==> config.mk <==
export PLATFORM = sky130hd
export DESIGN_NAME = shift_cmd_issuer
export DESIGN_NICKNAME = d
export VERILOG_FILES = /design/src/rtl/shift_cmd_issuer.sv
export SDC_FILE = /design/constraint.sdc
export NUM_CORES = 1
export LEC_CHECK = 0
export ABC_CLOCK_PERIOD_IN_PS = 7400
export CORE_AREA = 3 3 140 129
export DETAILED_ROUTE_END_ITERATION = 10
export DIE_AREA = 0 0 143 132
export PLACE_DENSITY = 0.84
export SKIP_LAST_GASP = 1
export SLEW_MARGIN = 20
export SYNTH_ARGS = -nofsm -noshare
export SYNTH_HDL_FRONTEND = slang
export SYNTH_SLANG_ARGS = --single-unit
==> constraint.sdc <==
create_clock -name clk -period 7.4 [get_ports clk]
set_clock_uncertainty 0.05 [all_clocks]
set_input_delay 2.22 -clock clk [delete_from_list [all_inputs] [get_ports clk]]
set_output_delay 2.22 -clock clk [all_outputs]
set_load 0.02 [all_outputs]
==> src/rtl/shift_cmd_issuer.sv <==
// Purpose: buffers shift requests and issues each to a command-driven shifter as LOAD then SHIFT, returning q.
// Latency: 2+SR_LAT cycles from FIFO pop to rsp_valid (1+SR_LAT when amount is zero); push visible to FSM next cycle.
// Backpressure: req_ready drops when the FIFO is full; a held response (rsp_ready low) stalls popping.

module shift_cmd_fifo #(
    parameter int W     = 8,
    parameter int DEPTH = 4
) (
    input  logic         clk,
    input  logic         rst,
    input  logic         push_vld,
    output logic         push_rdy,
    input  logic [W-1:0] push_dat,
    output logic         pop_vld,
    input  logic         pop_rdy,
    output logic [W-1:0] pop_dat
);
    localparam int AW = $clog2(DEPTH);

    logic [W-1:0] mem [DEPTH];
    logic [AW:0]  wr_ptr;
    logic [AW:0]  rd_ptr;
    logic         do_push;
    logic         do_pop;

    // Extra pointer bit distinguishes full (MSBs differ) from empty (pointers equal).
    assign push_rdy = !((wr_ptr[AW] != rd_ptr[AW]) && (wr_ptr[AW-1:0] == rd_ptr[AW-1:0]));
    assign pop_vld  = (wr_ptr != rd_ptr);
    assign do_push  = push_vld && push_rdy;
    assign do_pop   = pop_vld && pop_rdy;
    assign pop_dat  = mem[rd_ptr[AW-1:0]];

    always_ff @(posedge clk or negedge rst) begin
        if (!rst) begin
            wr_ptr <= '0;
            rd_ptr <= '0;
        end else begin
            if (do_push) wr_ptr <= wr_ptr + (AW+1)'(1);
            if (do_pop)  rd_ptr <= rd_ptr + (AW+1)'(1);
        end
    end

    always_ff @(posedge clk) begin
        if (do_push) mem[wr_ptr[AW-1:0]] <= push_dat;
    end
endmodule

module shift_cmd_issuer #(
    parameter int DEPTH  = 4,
    parameter int SR_LAT = 1
) (
    input  logic        clk,
    input  logic        rst,
    input  logic        req_valid,
    output logic        req_ready,
    input  logic        req_dir,
    input  logic [4:0]  req_amt,
    input  logic [31:0] req_data,
    output logic        rsp_valid,
    input  logic        rsp_ready,
    output logic [31:0] rsp_data,
    output logic [7:0]  sr_data,
    output logic [31:0] sr_data_in,
    input  logic [31:0] sr_q,
    output logic        busy
);
    localparam int CW = (SR_LAT > 1) ? $clog2(SR_LAT) : 1;
    localparam logic [7:0] SR_LOAD = 8'h07;
    localparam logic [7:0] SR_NOP  = 8'h00;
    localparam logic [2:0] OP_SHL  = 3'b001;
    localparam logic [2:0] OP_SHR  = 3'b011;

    typedef struct packed {
        logic        dir;
        logic [4:0]  amt;
        logic [31:0] data;
    } req_t;

    typedef enum logic [1:0] {IDLE, LOAD, SHIFT, WAIT} state_t;

    state_t        state, state_nxt;
    req_t          push_ent, head;
    logic          fifo_vld;
    logic          pop;
    logic          capture;
    logic          cur_dir, cur_dir_nxt;
    logic [4:0]    cur_amt, cur_amt_nxt;
    logic [CW-1:0] wait_cnt, wait_cnt_nxt;
    logic [7:0]    sr_data_nxt;
    logic [31:0]   sr_data_in_nxt;
    logic          rsp_valid_nxt;
    logic [31:0]   rsp_data_nxt;

    assign push_ent = '{dir: req_dir, amt: req_amt, data: req_data};

    shift_cmd_fifo #(.W($bits(req_t)), .DEPTH(DEPTH)) u_fifo (
        .clk      (clk),
        .rst      (rst),
        .push_vld (req_valid),
        .push_rdy (req_ready),
        .push_dat (push_ent),
        .pop_vld  (fifo_vld),
        .pop_rdy  (pop),
        .pop_dat  (head)
    );

    // Shifter controls are computed one state ahead so the registered outputs line up with the state.
    always_comb begin
        state_nxt      = state;
        pop            = 1'b0;
        capture        = 1'b0;
        sr_data_nxt    = SR_NOP;
        sr_data_in_nxt = sr_data_in;
        cur_dir_nxt    = cur_dir;
        cur_amt_nxt    = cur_amt;
        wait_cnt_nxt   = wait_cnt;
        case (state)
            IDLE: begin
                if (fifo_vld && (!rsp_valid || rsp_ready)) begin
                    pop            = 1'b1;
                    state_nxt      = LOAD;
                    sr_data_nxt    = SR_LOAD;
                    sr_data_in_nxt = head.data;
                    cur_dir_nxt    = head.dir;
                    cur_amt_nxt    = head.amt;
                end
            end
            LOAD: begin
                if (cur_amt != 5'd0) begin
                    state_nxt   = SHIFT;
                    sr_data_nxt = {cur_amt, cur_dir ? OP_SHR : OP_SHL};
                end else begin
                    state_nxt    = WAIT;
                    wait_cnt_nxt = CW'(SR_LAT - 1);
                end
            end
            SHIFT: begin
                state_nxt    = WAIT;
                wait_cnt_nxt = CW'(SR_LAT - 1);
            end
            WAIT: begin
                if (wait_cnt == '0) begin
                    capture   = 1'b1;
                    state_nxt = IDLE;
                end else begin
                    wait_cnt_nxt = wait_cnt - CW'(1);
                end
            end
            default: state_nxt = IDLE;
        endcase
    end

    always_comb begin
        rsp_valid_nxt = rsp_valid;
        rsp_data_nxt  = rsp_data;
        if (capture) begin
            rsp_valid_nxt = 1'b1;
            rsp_data_nxt  = sr_q;
        end else if (rsp_ready) begin
            rsp_valid_nxt = 1'b0;
        end
    end

    always_ff @(posedge clk or negedge rst) begin
        if (!rst) begin
            state      <= IDLE;
            sr_data    <= SR_NOP;
            sr_data_in <= '0;
            cur_dir    <= 1'b0;
            cur_amt    <= '0;
            wait_cnt   <= '0;
            rsp_valid  <= 1'b0;
            rsp_data   <= '0;
        end else begin
            state      <= state_nxt;
            sr_data    <= sr_data_nxt;
            sr_data_in <= sr_data_in_nxt;
            cur_dir    <= cur_dir_nxt;
            cur_amt    <= cur_amt_nxt;
            wait_cnt   <= wait_cnt_nxt;
            rsp_valid  <= rsp_valid_nxt;
            rsp_data   <= rsp_data_nxt;
        end
    end

    assign busy = fifo_vld || (state != IDLE) || rsp_valid;
endmodule

# == After elaboration in Yosys (flattened, before gate mapping) ==
# Memories as Yosys holds them, arrays and structs flattened. A register that Yosys moved wholly into a read port is not among the register bits.
# Cells that the tools add are included.
# word_totals
regBits,50
latch_bits,0
mem_bits_rw,152
romBits,0
input_bits,74
output_inout_bits,75
memories,1
# op_classes
add_sub_neg,3
multipliers,0
div,0
n_lt_le_gt_ge,0
n_eq_ne,9
shifts,0
n_mux,19
bitwise_logic,0
n_reduce_logical,18
# mem_list
name,words,word_bits,rd,rd_ports_with_merged_regs,write_ports,line_no,text
u_fifo.mem,4,38,1,1,1,20,logic [W-1:0] mem [DEPTH];
# ops
op,count
one-hot mux 8 bit (2 select lines),1
two-way mux 1 bit,11
two-way mux 8 bit,1
one-hot mux 2 bit (4 select lines),1
"adder 3 x 1 -> 3 bit, second input constant",2
two-way mux 2 bit,3
"inequality test 2 bit, second input constant",3
AND reduction 2 bit,3
nonzero test 5 bit,1
"== test 2 bit, second input constant",2
logical AND 1 bit,4
nonzero test 2 bit,2
zero test 1 bit,3
logical OR 1 bit,3
two-way mux 3 bit,1
inequality test 3 bit,1
one-hot mux 1 bit (3 select lines),1
nonzero test 3 bit,1
"== test 2 x 1 -> 1 bit, second input constant",1
== test 2 bit,1
zero test 2 bit,1
inequality test 1 bit,1
"subtractor 1 bit, second input constant",1

# == Longest topological paths before layout ==
# depth
depth_word,6
depth_mapped,6

# == Hierarchy ==
# From an unflattened synthesis, not the netlist that was laid out.
# unflattened
hier_cells,432
area_unflattened_um2,9232.6
# by_module_without_submodules
module,n_inst,cells_per_inst,area_each_um2,seq_area_each_um2
shift_cmd_fifo,1,246,5983.2,4714.5
shift_cmd_issuer,1,186,3249.4,2026.9

# == Worst setup path after synthesis ==
# OpenSTA, ideal clock, no wires.
# synth_timing
path_type,input port to flip-flop
startpoint,input port req_valid
endpoint,memory u_fifo.mem[3][0] in the netlist's numbering (enable)
setup_ps,460
arrival_time_ps,4281
t_required_ps,6890
path_slack_ps,2609
cell_stages,2
cell_sequence,nand2_1 -> a31oi_1
# synth_via
elab_chain_len,3
# synth_rtl
element,line_no,text
start: declaration,54,"input logic req_valid,"
logical AND 1 bit,29,assign do_push = push_vld && push_rdy;
two-way mux 1 bit,44,if (do_push) mem[wr_ptr[AW-1:0]] <= push_dat;
two-way mux 1 bit (not written as such),44,
end: declaration,20,
# Every way passes these cells.

# == Final worst setup path ==
# layout_timing
startpoint,register u_fifo.rd_ptr[1]
endpoint,output port busy
# layout_via
elab_chain_len,3
# layout_rtl
element,line_no,text
start: declaration,22,logic [AW:0] rd_ptr;
start signal: assignment,39,if (do_pop) rd_ptr <= rd_ptr + (AW+1)'(1);
inequality test 3 bit,28,assign pop_vld = (wr_ptr != rd_ptr);
logical OR 1 bit (2 in a row),186,assign busy = fifo_vld || (state != IDLE) || rsp_valid;
end: declaration,65,output logic busy
# Every way passes these cells.

==> results.tsv <==
stage	metric	value	unit
outcome	status	finished, final reports clean	
timing	Fin. Hold Viols	0	
synthesis	xor-xnor portion of the synthesized cell area	0.00867	
clocking	clock transition at the registers of the reported paths	0.06	ns
final_layout	fin util	0.693	
worst_setup_path	crit path max fanout	42	
die	Die X	143	µm
timing	Slew @ Worst Pin	1.04	ns
clocking	CTS tree	done	
worst_setup_path	critical-path cell list	xor2_1 -> nor3_1 -> nand3b_1 -> clkdlybuf4s50_1	
timing	Period minus WS final	5.19	ns
timing	RSZ-0062 raised after global routing	no	
final_layout	share of layout cells above drive strength 1	0.264	
global_routing	first-pass GRT wire length	26900	µm
final_layout	Ant. Diodes	0	
global_routing	GRT Residual Overflow	0	
synthesis	Post-Syn Area	0.00910	mm²
timing	Total Neg Setup Slack	0	ns
worst_setup_path	reg2reg end	u_fifo.mem[2][27]$_DFFE_PP_	
worst_setup_path	kind of cell adding the most delay to the critical path	flip-flops	
route	routed vias	4450	
clocking	clock sink count	239	
synthesis	sequential fraction of the synthesis area	0.741	
synthesis	Post-Synth Adder-Cell Area	0.0110	
synthesis	Synth Instances	424	
flow_run	# Max-Cap Violations	0	
worst_setup_path	Critical Path Slowest Stage Cell	dfrtp_2	
global_routing	initial antenna violation count	0	
die	die area	0.0189	mm²
synthesis	Compound-Gate Fraction of Synth Area	0.0107	
clocking	CTS H-Tree Depth	1	
worst_hold_path	Worst Hold Launch	u_fifo.wr_ptr[2]$_DFFE_PN0P_	
timing	Setup violations, final	0	
clocking	setup bufs post-CTS	0	
clocking	clk_lat worst skew	0.51	ns
global_routing	largest net degree at the start of global routing	57	
route	Pre-antenna DRT Iters	4	
synthesis	syn_nets	506	
clocking	cts repair resizes	0	
final_layout	fillers	1018	
global_routing	GR Util All Layers	0.182	
die	Rows	45	
route	Vias/cell	5.47	
final_layout	synthesis-to-finish area growth	27.4	%
worst_setup_path	worst r2r src	u_fifo.rd_ptr[1]$_DFFE_PN0P_	
timing	fin. max-slew vios	0	
final_layout	Final Instance Area	0.0116	mm²
worst_setup_path	Bufs and invs on worst path	1	
route	drt drc	0	
worst_hold_path	Worst Hold End	u_fifo.wr_ptr[2]$_DFFE_PN0P_	
die	IO Pins	149	
route	final wirelength	17000	µm
worst_setup_path	critical path launch point type	flop	
route	initial drt markers	287	
global_routing	vias in the first global route	4872	
route	WL/cell	20.9	µm
die	initial core utilization	0.544	
worst_hold_path	Hold Path Depth	1	
placed_design	post-DP HPWL	10400	µm
worst_hold_path	Hold Path Class	flop to flop	
worst_setup_path	worst path arrival time	2.92	ns
worst_setup_path	largest stage delay on the critical path	1.04	ns
placed_design	# port buffers	148	
clocking	TritonCTS Buffers	24	
power	power per cell area	453	mW/mm²
synthesis	mux contribution to synthesized area	0.199	
synthesis	Synth cell types	30	
worst_setup_path	worst reg-to-reg setup slack	4.17	ns
die	Core ar.	0.0167	mm²
synthesis	Avg Inst Size Synth	21.5	µm²
worst_setup_path	reg2reg path depth	3	
timing	relative slew slack	0.310	
worst_setup_path	Worst setup EP type	output port	
worst_setup_path	WP data required	5.13	ns
die	Die Y-Extent	132	µm
synthesis	#FFs+latches synth	239	
clocking	CTS Hold Bufs	0	
worst_setup_path	Setup CP Type	flop to output port	
clocking	Root Driver	clkbuf_16	
final_layout	final net count	666	
timing	fin crit share	0.701	
worst_setup_path	WP depth	4	
power	Pleak	0.00427	µW
placed_design	Routability Congestion	0.745	
synthesis	Ys Warns	0	
synthesis	combinational family with the most area after synthesis	multiplexers	
placed_design	area post-placement	0.0108	mm²
route	antenna-violating nets left	0	
synthesis	Post-Synth Simple-Gate Area	0.0132	
power	VDD IR max	0.250	mV
timing	fmax	0.193	GHz
clocking	clk buf depth	3	
-- registers in the layout (all words and copies together) (netlist names) --
register,cells
cur_amt,5
cur_dir,1
rsp_data,32
rsp_valid,1
sr_data,8
sr_data_in,32
state,2
u_fifo.mem,152
u_fifo.rd_ptr,3
u_fifo.wr_ptr,3
-- final cells by class --
type / count / area [µm²] / share of cell area
Multi-Input combinational cell: 159 / 2230 / 0.192
Timing Repair Buffer: 152 / 1510 / 0.130
Clock inverter: 10 / 98.8 / 0.00853
Sequential cell: 239 / 6750 / 0.582
Tap cell: 211 / 264 / 0.0228
Inverter: 8 / 30.0 / 0.00259
Clock buffer: 34 / 711 / 0.0613
-- stage by stage --
stage / cells / total power [µW] / hold WS (ns) / setup slack [ns]
floorplan: 424 / 3370 / 0.410 / 2.61
finish: 813 / 5260 / 0.434 / 2.21
CTS: 813 / 5320 / 0.440 / 2.15
detailed placement: 769 / 4090 / 0.428 / 2.71
global placement: 769 / 4010 / 0.424 / 2.76
global route: 813 / 5520 / 0.455 / 2.02
-- cells in the mapped netlist --
cell       number  area [µm²]
inv_1           7        26.3
nand2b_1        2        12.5
o311ai_0        1        8.76
a2bb2oi_1       2        17.5
o211ai_1        2        15.0
xor2_1          4        35.0
buf_2           5        25.0
inv_2           1        3.75
xnor2_1         5        43.8
buf_6           5        56.3
nor2_1          1        3.75
nand3_1         1        5.00
buf_4           1        7.51
a21oi_1         1        5.00
and2_1          9        56.3
a31oi_1         2        12.5
ha_1            8         100
clkbuf_1        7        26.3
nor3_1          1        5.00
or4_1           2        15.0
mux2_2         33         372
nand2_1         4        15.0
edfxtp_1      152        4560
dfrtp_1        87        2180
mux4_2         38         856
mux2_4         39         586
o21ai_0         1        5.00
nand3b_1        1        7.51
o311ai_4        1        26.3
o31ai_1         1        7.51
-- kinds of logic after synthesis --
kind of cell,after synthesis
muxes,110
AOI/OAI and AO/OA,11
xor gates and xnor gates,9
buffers and inverters,26
and+or+nand+nor,21
DFF,239
adders and majority gates,8
-- where the power goes --
group	total (µW)	internal, µW	switching (µW)
clock network	1210	737	474
logic	1850	1030	821
registers	2190	1890	304
-- cell usage in the layout (no fill, tap or decap), types with 2 or more instances in the layout --
cell,Yosys,routed
a2bb2oi_1,2,2
and2_1,9,6
and2_4,0,2
buf_4,1,5
bufinv_16,0,2
clkbuf_1,7,5
clkbuf_16,0,26
clkbuf_8,0,3
clkdlybuf4s50_1,0,147
clkinv_1,0,3
clkinv_2,0,4
dfrtp_1,87,85
edfxtp_1,152,152
ha_1,8,8
inv_1,7,7
mux2_2,33,33
mux2_4,39,39
mux4_2,38,38
nand2_1,4,4
nand2b_1,2,2
o211ai_1,2,2
or4_1,2,2
xnor2_1,5,5
xor2_1,4,4
-- how the worst max path moves through the flow --
stage                            startpoint                         end  slack (ns)
2_1_floorplan                     req_valid  u_fifo.mem[3][0]$_DFFE_PP_        2.61
3_3_place_gp   u_fifo.rd_ptr[1]$_DFFE_PN0P_                        busy        2.76
3_5_place_dp   u_fifo.rd_ptr[1]$_DFFE_PN0P_                        busy        2.71
4_1_cts        u_fifo.rd_ptr[1]$_DFFE_PN0P_                        busy        2.15
5_1_grt        u_fifo.rd_ptr[1]$_DFFE_PN0P_                        busy        2.02
6_report       u_fifo.rd_ptr[1]$_DFFE_PN0P_                        busy        2.21
-- routing by layer --
| layer | wire, µm | part of all wire | GRT usage |
|---|---|---|---|
| met5 | 0 | 0 | 0 |
| met4 | 400 | 0.024 | 0.0475 |
| met3 | 953 | 0.056 | 0.0363 |
| met2 | 8280 | 0.49 | 0.293 |
| met1 | 7340 | 0.43 | 0.258 |
Note: power is estimated with default switching activity, not from simulation.
